$ cat src/rtl/round_robin_arbiter_4.sv
// Four-requester round-robin arbiter with rotating priority pointer, a hold-time
// limit that forces rotation when others wait, and registered grant outputs.
module round_robin_arbiter_4 #(
    parameter int MAX_HOLD = 8,
    parameter int CNT_W    = 4
) (
    input  logic       clk,
    input  logic       rst,
    input  logic [3:0] req,
    input  logic       rel,
    output logic [3:0] gnt,
    output logic [1:0] gnt_id,
    output logic       gnt_valid,
    output logic       timeout
);

    typedef enum logic {IDLE, GRANT} state_t;

    localparam logic [CNT_W-1:0] HOLD_MAX = CNT_W'(MAX_HOLD);

    state_t           state;
    logic [1:0]       ptr;
    logic [CNT_W-1:0] hold_cnt;

    logic [3:0] others;
    logic       quit;
    logic       forced;
    logic [1:0] next_ptr;
    logic [1:0] idle_pick;
    logic [1:0] hand_pick;

    // First set bit of v scanning start, start+1, ... (mod 4); lowest offset wins.
    function automatic logic [1:0] pick(input logic [3:0] v, input logic [1:0] start);
        logic [1:0] idx;
        pick = start;
        for (int k = 3; k >= 0; k--) begin
            idx = start + 2'(k);
            if (v[idx]) pick = idx;
        end
    endfunction

    always_comb begin
        others    = req & ~(4'b0001 << gnt_id);
        quit      = rel | ~req[gnt_id];
        forced    = (hold_cnt == HOLD_MAX) && (others != 4'b0000);
        next_ptr  = gnt_id + 2'd1;
        idle_pick = pick(req, ptr);
        hand_pick = pick(others, next_ptr);
    end

    always_ff @(posedge clk) begin
        if (rst) begin
            state     <= IDLE;
            gnt       <= 4'b0000;
            gnt_id    <= 2'd0;
            gnt_valid <= 1'b0;
            timeout   <= 1'b0;
            ptr       <= 2'd0;
            hold_cnt  <= '0;
        end else begin
            case (state)
                IDLE: begin
                    timeout <= 1'b0;
                    if (req != 4'b0000) begin
                        state     <= GRANT;
                        gnt       <= 4'b0001 << idle_pick;
                        gnt_id    <= idle_pick;
                        gnt_valid <= 1'b1;
                        hold_cnt  <= CNT_W'(1);
                    end
                end
                GRANT: begin
                    if (quit || forced) begin
                        ptr <= next_ptr;
                        // A coincident release/withdrawal takes precedence over the limit.
                        timeout <= ~quit;
                        if (others != 4'b0000) begin
                            gnt      <= 4'b0001 << hand_pick;
                            gnt_id   <= hand_pick;
                            hold_cnt <= CNT_W'(1);
                        end else begin
                            state     <= IDLE;
                            gnt       <= 4'b0000;
                            gnt_id    <= 2'd0;
                            gnt_valid <= 1'b0;
                            hold_cnt  <= '0;
                        end
                    end else begin
                        timeout <= 1'b0;
                        if (hold_cnt != HOLD_MAX) hold_cnt <= hold_cnt + CNT_W'(1);
                    end
                end
                default: state <= IDLE;
            endcase
        end
    end

endmodule

$ cat config.mk
export PLATFORM = sky130hd
export DESIGN_NAME = round_robin_arbiter_4
export DESIGN_NICKNAME = d
export VERILOG_FILES = /design/src/rtl/round_robin_arbiter_4.sv
export SDC_FILE = /design/constraint.sdc
export NUM_CORES = 1
export LEC_CHECK = 0
export ABC_AREA = 1
export CORE_MARGIN = 3
export CORE_UTILIZATION = 60
export CTS_CLUSTER_DIAMETER = 40
export DETAILED_ROUTE_END_ITERATION = 8
export PLACE_DENSITY = 0.84
export RECOVER_POWER = 25
export SLEW_MARGIN = 10
export SYNTH_ARGS = -nofsm -noshare
export SYNTH_HDL_FRONTEND = slang
export SYNTH_SLANG_ARGS = --single-unit
export TNS_END_PERCENT = 1
$ cat constraint.sdc
create_clock -name clk -period 3.45 [get_ports clk]
set_input_delay 0.69 -clock clk [delete_from_list [all_inputs] [get_ports clk]]
set_output_delay 0.69 -clock clk [all_outputs]
set_load 0.1 [all_outputs]
==> out/qor.csv <==
stage,metric,value,unit
outcome,status,"finished, final reports clean",
power,seq_power_share,23.9,%
timing,fin_setup_tns,0,ps
power,netSwitchingFraction,56.8,%
critical_path,start_kind,register,
synthesis,synth_area_per_cell,5.80,sq um
power,pwr-share-clk,10.2,%
timing,rsz0062_at_grt,no,
drt,avgRoutedWirePerCell,11.4,um
synthesis,yosys.area.top_type_share,22.9,%
critical_path,reg2reg_from,gnt_id[0],
synthesis,synth-main-ff-cell,dfxtp_1,
timing,tightestPinTransition,1160,ps
floorplanning,core,0.00202,sq mm
timing,period_needed,2580,ps
drt,post-route-drc-count,0,
placement,place_ws,957,ps
power,p_leak,0.755,nW
placement,gp_congestion,0.816,
drt,via_count,1390,
synthesis,ys_types,22,
clocking,cts_resized,0,
clocking,clk_latency,290,ps
min_path,hold_class,reg -> reg,
timing,skew,3.12,ps
timing,final_max_slew_viol_count,0,
global_routing,grtUsageTotal,25.5,%
floorplanning,die_x,52.8,um
clocking,path_clk_slew,90,ps
cells_and_area,area_growth,11.6,%
timing,hold_viol,0,
floorplanning,rows,16,
drt,ant_nets,0,
critical_path,rrSetupSlack,870,ps
critical_path,path_class,reg -> reg,
power,internal-power,431,uW
clocking,cts.htree.levels,1,
clocking,ctsHoldBuffers,0,
power,switchingPower,568,uW
drt,dr.pass1.iters,4,
power,max-vdd-ir-drop,474,uV
clocking,numClockSinks,15,
synthesis,async_reset_ff_share,0,%
cells_and_area,stdcell_count,267,
timing,fmax,387,MHz
synthesis,yosys-top-cells-area,"dfxtp_1, nand2_1, nand3_1",
critical_path,worstSetupStartpoint,gnt_id[0],
floorplanning,die_h,52.8,um
drt,drt_iter0_drc,50,
synthesis,synth_fp_nets,239,
power,p_total,999,uW
synthesis,synth-edff-count,0,
clocking,clock_path_buffers,2,
global_routing,grt_max_degree,15,
placement,hpwl,2.36,mm
cells_and_area,nNetsFinal,254,
critical_path,worst_setup_path_end_kind,register,
critical_path,r2r-end,gnt[1],
timing,relSlewSlack,22.8,%
timing,fin_crit_sh,74.9,%
clocking,cts_tree,done,
timing,fin_ws,866,ps
synthesis,ys_ff_latch,15,
floorplanning,dieArea,0.00278,sq mm
run,cap_violations,0,
synthesis,ys_warn_count,0,
cells_and_area,fill_cells,182,
power,power_frac_comb,65.9,%
clocking,cts_buffers,3,
timing,setup_violations,0,
global_routing,antenna_found_initial,0,
synthesis,ys_seq_area_share,22.9,%
floorplanning,start_util,64.9,%
floorplanning,pin_count,15,
critical_path,endpoint,gnt[1],
drt,via_per_inst,5.21,
critical_path,arrival,2770,ps
power,power_density,683,mW/mm^2
placement,dp.cells,263,
drt,drt_wl_total,3.04,mm
synthesis,synth_top_cell_by_area,dfxtp_1,
cells_and_area,layout-drive-gt1-share,6.67,%
critical_path,cp_max_fo,14,
critical_path,ff2ff_path_depth,13,
clocking,cts_root_buf,clkbuf_4,
cells_and_area,antennaDiodeCount,0,
synthesis,yosysMostFrequentCell,nand2_1,
critical_path,required,3640,ps
global_routing,first_global_vias,1291,
synthesis,synth_common_cells,"nand2_1, nand3_1, inv_1",
placement,numPortBuffers,14,
clocking,postCtsSetupBuffers,0,
synthesis,synthCells,226,
synthesis,synth_area,0.00131,sq mm
global_routing,gr-total-overflow,0,
global_routing,grt_pass1_wl,5.46,mm
==> registers in the layout, summed over array words and instances (netlist names) <==
register	count
hold_cnt	4
state	1
gnt_id	2
gnt_valid	1
gnt	4
timeout	1
ptr	2
==> worst max-delay path, stage by stage, from the launching register on <==
cell     delay [ps]
dfxtp_1         630
inv_1           330
ha_1            490
inv_1           130
nand2_1         100
nand2_2          70
nand3_1          70
nand2_1          70
o21ai_2         150
nand3_1         140
nand3_2         120
nor2_1           40
nor2_1           90
nor2_1           40
==> cell families after synthesis <==
| logic type | after synthesis | synth area share [%] |
|---|---|---|
| buffers and inverters | 39 | 12.7 |
| AND/OR/NAND/NOR | 139 | 47.9 |
| AO/OA/AOI/OAI | 27 | 10.8 |
| flip-flops | 15 | 22.9 |
| adder cells (fa/ha/maj) | 6 | 5.73 |
==> how the worst min path moves through the flow <==
stage,end,cells after the start,slack (ps),from
floorplan,hold_cnt[1],2,470,hold_cnt[1]
global placement,hold_cnt[1],2,490,hold_cnt[1]
detailed placement,hold_cnt[1],2,500,hold_cnt[1]
CTS,hold_cnt[1],2,510,hold_cnt[1]
global route,hold_cnt[1],2,570,hold_cnt[1]
finish,hold_cnt[1],2,510,hold_cnt[1]
==> power by group through the flow <==
stage               logic (mW)  registers (mW)  clock network (mW)
floorplan                0.409           0.375                   0
CTS                      0.662           0.238               0.105
detailed placement       0.657           0.242                   0
global route             0.739           0.245               0.112
global placement         0.642           0.241                   0
finish                   0.658           0.239               0.102
==> placed cells by master, fill, tap and decap left out, types with 2 or more instances in the layout <==
master            n
a21oi_1          11
nor3_1            2
nand3_2           3
nor2_1           10
ha_1              6
nand2_2           6
inv_1            34
clkdlybuf4s50_1  12
nand4_1           3
nand3_1          35
o21ai_0          12
clkbuf_1          3
clkbuf_4          3
dfxtp_1          15
nand2_1          77
o21ai_1           2
==> metal layers <==
metal | GRT usage, % | part of all wire [%] | vias up
met3 | 5.70 | 4.9 | 4
met5 | 0 | 0 | -
met2 | 43.4 | 48 | 33
met1 | 32.4 | 46 | 608
li1 | - | - | 745
met4 | 5.96 | 0.66 | 0
==> metrics by stage <==
step,hold WS [ps],utilization [%],instance area (sq um)
floorplan,467,-,1310
global placement,494,71.5,1450
detailed placement,497,71.5,1450
CTS,511,72.8,1470
global route,567,72.4,1460
finish,514,72.4,1460
==> area by class of cell <==
type | count | area (sq um) | share of cell area, %
multi-input combinational | 172 | 845 | 57.7
sequential | 15 | 300 | 20.5
inverter | 35 | 131 | 8.97
timing repair buffer | 14 | 128 | 8.72
tap | 27 | 33.8 | 2.31
clock buffer | 4 | 26.3 | 1.79
(Power assumes the default switching activity.)
